### config.mk
export PLATFORM = sky130hd
export DESIGN_NAME = jcr_prog_loader
export DESIGN_NICKNAME = d
export VERILOG_FILES = /design/src/rtl/jcr_prog_loader.sv
export SDC_FILE = /design/constraint.sdc
export NUM_CORES = 1
export LEC_CHECK = 0
export ABC_CLOCK_PERIOD_IN_PS = 3500
export CAP_MARGIN = 20
export CORE_MARGIN = 3
export CORE_UTILIZATION = 60
export DETAILED_ROUTE_END_ITERATION = 8
export GPL_TIMING_DRIVEN = 0
export HOLD_SLACK_MARGIN = 0.12
export MAX_ROUTING_LAYER = met4
export PLACE_DENSITY_LB_ADDON = 0.12
export RECOVER_POWER = 25
export SYNTH_ARGS = -nofsm -noshare
export SYNTH_HDL_FRONTEND = slang
export SYNTH_SLANG_ARGS = --single-unit
### constraint.sdc
create_clock -name wb_clk_i -period 3.5 [get_ports wb_clk_i]
set_input_delay 0.35 -clock wb_clk_i [delete_from_list [all_inputs] [get_ports wb_clk_i]]
set_output_delay 0.35 -clock wb_clk_i [all_outputs]
set_load 0.02 [all_outputs]
### src/rtl/jcr_prog_loader.sv
// jcr_prog_loader -- UART program loader for the Jacaranda-8 core.
//
// Receives 8N1 frames on rx and writes the payload into the 256x8
// instruction memory. The CPU is held in reset until a frame with a good
// checksum has been written.
// Frame layout: SYNC_BYTE, LEN (0 = 256), LEN payload bytes, CHK (8-bit sum).
//
// Ports:
//   wb_clk_i   in   system clock
//   wb_rst_i   in   asynchronous active-high reset
//   rx         in   UART serial input, idle high, asynchronous to wb_clk_i
//   imem_we    out  single-cycle instruction-memory write strobe
//   imem_addr  out  [7:0] write address
//   imem_wdata out  [7:0] write data
//   cpu_rst    out  1 = CPU held in reset
//   load_done  out  level, set after a verified load
//   load_err   out  level, set after an aborted or failed load
module jcr_prog_loader #(
  parameter int         CLKS_PER_BIT = 104,
  parameter logic [7:0] SYNC_BYTE    = 8'hA5
) (
  input  logic       wb_clk_i,
  input  logic       wb_rst_i,
  input  logic       rx,
  output logic       imem_we,
  output logic [7:0] imem_addr,
  output logic [7:0] imem_wdata,
  output logic       cpu_rst,
  output logic       load_done,
  output logic       load_err
);

  // Counter compare points: a count of N-1 marks the Nth cycle in a phase.
  localparam logic [15:0] C_FULL = 16'(CLKS_PER_BIT - 1);
  localparam logic [15:0] C_HALF = 16'(CLKS_PER_BIT / 2 - 1);

  typedef enum logic [1:0] {RX_IDLE, RX_START, RX_DATA, RX_STOP} rx_state_t;
  typedef enum logic [2:0] {S_IDLE, S_LEN, S_DATA, S_CHK, S_DONE} ld_state_t;

  // ---------------- RX front end ----------------
  logic        r_rx_meta;
  logic        r_rx_sync;
  logic        r_rx_prev;
  rx_state_t   r_rx_st;
  logic [15:0] r_cnt;
  logic [2:0]  r_bit;
  logic [7:0]  r_shift;
  logic [7:0]  r_rx_byte;
  logic        r_rx_valid;
  logic        r_rx_ferr;
  logic        w_fall;

  assign w_fall = r_rx_prev & ~r_rx_sync;

  always_ff @(posedge wb_clk_i or posedge wb_rst_i) begin
    if (wb_rst_i) begin
      // Synchronizer resets to the idle line level so release is not a start.
      r_rx_meta  <= 1'b1;
      r_rx_sync  <= 1'b1;
      r_rx_prev  <= 1'b1;
      r_rx_st    <= RX_IDLE;
      r_cnt      <= '0;
      r_bit      <= '0;
      r_shift    <= '0;
      r_rx_byte  <= '0;
      r_rx_valid <= 1'b0;
      r_rx_ferr  <= 1'b0;
    end else begin
      r_rx_meta  <= rx;
      r_rx_sync  <= r_rx_meta;
      r_rx_prev  <= r_rx_sync;
      r_rx_valid <= 1'b0;
      r_rx_ferr  <= 1'b0;
      case (r_rx_st)
        RX_IDLE: begin
          if (w_fall) begin
            r_rx_st <= RX_START;
            r_cnt   <= '0;
          end
        end
        RX_START: begin
          if (r_cnt == C_HALF) begin
            r_cnt <= '0;
            r_bit <= '0;
            // Line back high at mid start bit: a glitch, not a character.
            r_rx_st <= r_rx_sync ? RX_IDLE : RX_DATA;
          end else begin
            r_cnt <= r_cnt + 16'd1;
          end
        end
        RX_DATA: begin
          if (r_cnt == C_FULL) begin
            r_cnt   <= '0;
            r_shift <= {r_rx_sync, r_shift[7:1]};  // LSB arrives first
            if (r_bit == 3'd7) r_rx_st <= RX_STOP;
            r_bit <= r_bit + 3'd1;
          end else begin
            r_cnt <= r_cnt + 16'd1;
          end
        end
        RX_STOP: begin
          if (r_cnt == C_FULL) begin
            r_cnt   <= '0;
            r_rx_st <= RX_IDLE;
            if (r_rx_sync) begin
              r_rx_valid <= 1'b1;
              r_rx_byte  <= r_shift;
            end else begin
              r_rx_ferr <= 1'b1;
            end
          end else begin
            r_cnt <= r_cnt + 16'd1;
          end
        end
        default: r_rx_st <= RX_IDLE;
      endcase
    end
  end

  // ---------------- Frame loader ----------------
  ld_state_t  r_st;
  logic [8:0] r_left;   // payload bytes still expected (up to 256)
  logic [7:0] r_addr;
  logic [7:0] r_sum;
  logic       r_we;
  logic [7:0] r_waddr;
  logic [7:0] r_wdata;
  logic       r_cpu_rst;
  logic       r_done;
  logic       r_err;

  always_ff @(posedge wb_clk_i or posedge wb_rst_i) begin
    if (wb_rst_i) begin
      r_st      <= S_IDLE;
      r_left    <= '0;
      r_addr    <= '0;
      r_sum     <= '0;
      r_we      <= 1'b0;
      r_waddr   <= '0;
      r_wdata   <= '0;
      r_cpu_rst <= 1'b1;
      r_done    <= 1'b0;
      r_err     <= 1'b0;
    end else begin
      r_we <= 1'b0;
      if (r_rx_ferr) begin
        // A broken character inside a frame aborts it; outside a frame it is noise.
        if (r_st == S_LEN || r_st == S_DATA || r_st == S_CHK) begin
          r_st      <= S_IDLE;
          r_err     <= 1'b1;
          r_cpu_rst <= 1'b1;
        end
      end else if (r_rx_valid) begin
        case (r_st)
          S_IDLE, S_DONE: begin
            if (r_rx_byte == SYNC_BYTE) begin
              r_st      <= S_LEN;
              r_cpu_rst <= 1'b1;
              r_done    <= 1'b0;
              r_err     <= 1'b0;
              r_addr    <= '0;
              r_sum     <= '0;
            end
          end
          S_LEN: begin
            r_left <= (r_rx_byte == 8'd0) ? 9'd256 : {1'b0, r_rx_byte};
            r_st   <= S_DATA;
          end
          S_DATA: begin
            r_we    <= 1'b1;
            r_waddr <= r_addr;
            r_wdata <= r_rx_byte;
            r_sum   <= r_sum + r_rx_byte;
            r_addr  <= r_addr + 8'd1;
            r_left  <= r_left - 9'd1;
            if (r_left == 9'd1) r_st <= S_CHK;
          end
          S_CHK: begin
            if (r_rx_byte == r_sum) begin
              r_st      <= S_DONE;
              r_done    <= 1'b1;
              r_cpu_rst <= 1'b0;
            end else begin
              r_st  <= S_IDLE;
              r_err <= 1'b1;
            end
          end
          default: r_st <= S_IDLE;
        endcase
      end
    end
  end

  assign imem_we    = r_we;
  assign imem_addr  = r_waddr;
  assign imem_wdata = r_wdata;
  assign cpu_rst    = r_cpu_rst;
  assign load_done  = r_done;
  assign load_err   = r_err;

endmodule
==> run_results.csv <==
group,metric,value,unit
outcome,status,"finished, violations left",
outcome,violations,"capacitance limit, slew limit",
layout,layout-drive-gt1-share,9.21,%
place,port_buffers,22,
clock_tree,ctsHoldBuffers,0,
setup_path,cpPeakStageDelay,0.57,ns
pwr,p_sw,0.666,mW
clock_tree,cts_resized,0,
setup_path,cpMaxStageDelayCell,"or4bb_1",
global_routing,grt_antenna_before_repair,0,
clock_tree,cts_tree,"built",
yosys,synth.area.top_cells,"dfrtp_1 47%, nand2_1 6.8%, o21ai_0 5.0%",
place,place_congestion,0.842,
setup_path,cp_num_buf_inv,1,
yosys,synth_commonest_cells,"86 x dfrtp_1, 83 x nand2_1, 46 x o21ai_0",
drt,drt_wl_total,9.79,mm
drt,vias,3738,
die,die_x,93.5,um
yosys,synth_largest_area_cell,"dfrtp_1",
clock_tree,clock_latency,0.36,ns
pwr,p_per_area,425,mW/mm2
clock_tree,postCtsSetupRepairBufs,0,
layout,diodes,0,
pwr,totalPowerFinal,2.19,mW
job,max_cap_viol_count,1,
setup_path,critPathTopFamily,"simple AND/OR/NAND/NOR gates",
pwr,power_frac_clock,30.0,%
global_routing,overflow,0,
sta,tns,0,ns
sta,max_freq,376,MHz
yosys,syn-cell-area,0.00459,mm2
yosys,synth_top_cell_area_share,46.9,%
setup_path,cp-start-kind,"flop",
yosys,synth_nets,498,
place,pre_cts_slack,0.902,ns
yosys,syn_area_per_cell,9.55,um2
setup_path,crit_chain,"ha_1 -> or4bb_1 -> nor4_4 -> and2_4 -> buf_6 -> mux2_1",
pwr,swShare,30.5,%
clock_tree,cts.path.max_buffers,2,
sta,setup_viol,0,
clock_tree,cts.sinks,90,
sta,setup_ws,0.840,ns
yosys,yosysMostFrequentCell,"dfrtp_1",
sta,rsz0062_at_grt,"false",
yosys,yosysWarnings,0,
drt,via_per_inst,6.03,
sta,hold_viol,0,
place,dp.cells,603,
layout,stdcell_count,620,
sta,max_slew_margin,-16.8,%
sta,slew_viol_final,37,
global_routing,grt_max_degree,55,
pwr,p_comb_share,17.5,%
clock_tree,numCtsBuffers,9,
layout,layout.nets,533,
pwr,vdd_ir_drop_max,0.305,mV
die,io_pins,23,
place,dp_hpwl,6.85,mm
drt,wl_per_cell,15.8,um
die,die_y,93.5,um
yosys,ys.flop_type,"dfrtp_1",
sta,worstMarginPinSlew,1.74,ns
die,rows,31,
drt,drt-initial-drc-count,159,
pwr,power.share.sequential,52.5,%
die,core_area,0.00733,mm2
pwr,p_leak,2.42,nW
yosys,syn_inst,481,
sta,holdWs,0.366,ns
setup_path,crit_arrival,2.90,ns
pwr,p_int,1.52,mW
clock_tree,path_clk_slew,0.10,ns
worst_hold_path,min_path_type,"flop to flop",
setup_path,cp-end-kind,"flop",
yosys,synth.distinct_cells,66,
die,dieArea,0.00874,mm2
yosys,ys_ff_latch,90,
drt,drc,0,
yosys,seq_area_frac_synth,49.2,%
layout,area_growth,12.1,%
setup_path,path_class,"flop to flop",
drt,first_pass_iters,5,
setup_path,critPathMaxFanout,10,
global_routing,grt_pass1_wl,17.2,mm
yosys,synth_edf_count,0,
die,initial_core_util,62.6,%
sta,fin_skew,0.0106,ns
drt,ant_nets,0,
global_routing,grt_pass1_vias,3636,
yosys,synthArstFlopShare,100,%
clock_tree,htreeDepth,3,
sta,finalCritPeriodShare,76.0,%
setup_path,worstPathRequired,3.74,ns
global_routing,grt_usage,25.5,%
sta,min_period,2.66,ns
clock_tree,cts-root-buf,"clkbuf_8",
-- area by class of cell --
class	instances	area, um2
Clock buffer	11	141
Clock inverter	5	37.5
Buffer	23	109
Sequential cell	90	2260
Tap cell	99	124
Timing Repair Buffer	24	253
Multi-Input combinational cell	352	2170
Fill cell	567	2180
Inverter	16	61.3
-- stage by stage --
step,area (um2),util [%]
finish,5150,70.2
global route,5150,70.2
CTS,5140,70.2
detailed placement,4970,67.7
global placement,4940,67.3
floorplan,4590,-
-- cells in the final DEF (no fill, tap or decap), types with 6 or more instances in the layout --
cell type	netlist	layout
inv_1	15	14
clkbuf_8	0	10
dfrtp_1	86	86
nor2_1	32	32
o21ai_0	46	46
mux2_1	6	6
ha_1	13	13
nand3_1	14	14
nand2_1	83	83
and3_1	8	8
a31oi_1	10	10
mux2_4	8	8
a21oi_1	23	23
nor3_1	8	8
clkdlybuf4s50_1	0	20
clkbuf_1	17	18
nor4_1	7	7
-- kinds of logic after synthesis --
family,Yosys count,synth area share (%)
flip-flops,90,49.2
AO/OA/AOI/OAI,119,15.9
multiplexers,16,4.58
adder cells (fa/ha/maj),14,3.98
AND/OR/NAND/NOR,193,20.8
XOR/XNOR,10,1.91
buffers and inverters,39,3.68
-- path summary, 6_finish.rpt --
path	from	endpoint	slack (ns)	cells after the start
max in group asynchronous	wb_rst_i	r_rx_prev$_DFF_PP1_	1.68	3
min in group asynchronous	wb_rst_i	imem_addr[1]$_DFFE_PP0P_	0.87	2
worst min-delay path	r_rx_meta$_DFF_PP1_	r_rx_sync$_DFF_PP1_	0.37	0
worst min register to register	r_rx_meta$_DFF_PP1_	r_rx_sync$_DFF_PP1_	0.37	0
worst max register to register	r_cnt[0]$_DFFE_PP0P_	r_shift[1]$_DFFE_PP0P_	0.84	6
worst max-delay path	r_cnt[0]$_DFFE_PP0P_	r_shift[1]$_DFFE_PP0P_	0.84	6
-- state kept, by name, indices dropped and copies added, names as in the netlist, 3 cells and up, named ones only --
register and cells:
r_cnt 16, r_left 9, imem_addr 8, imem_wdata 8
r_addr 8, r_rx_byte 8, r_shift 8, r_sum 8
r_bit 3, r_st 3
-- power by group through the flow --
stage / Sequential, mW / Clock, mW / Combinational, mW
final: 1.15 / 0.657 / 0.382
after global routing: 1.15 / 0.716 / 0.431
after CTS: 1.15 / 0.670 / 0.377
after detailed placement: 1.16 / 0 / 0.379
after global placement: 1.16 / 0 / 0.356
after floorplan: 1.15 / 0 / 0.294
-- metal layers --
metal | track usage, % | share of wire (%)
met5 | - | 0
met4 | 9.52 | 2.2
met3 | 3.70 | 5.2
met2 | 39.3 | 49
met1 | 34.5 | 43
Note: power is estimated with default switching activity, not from simulation.
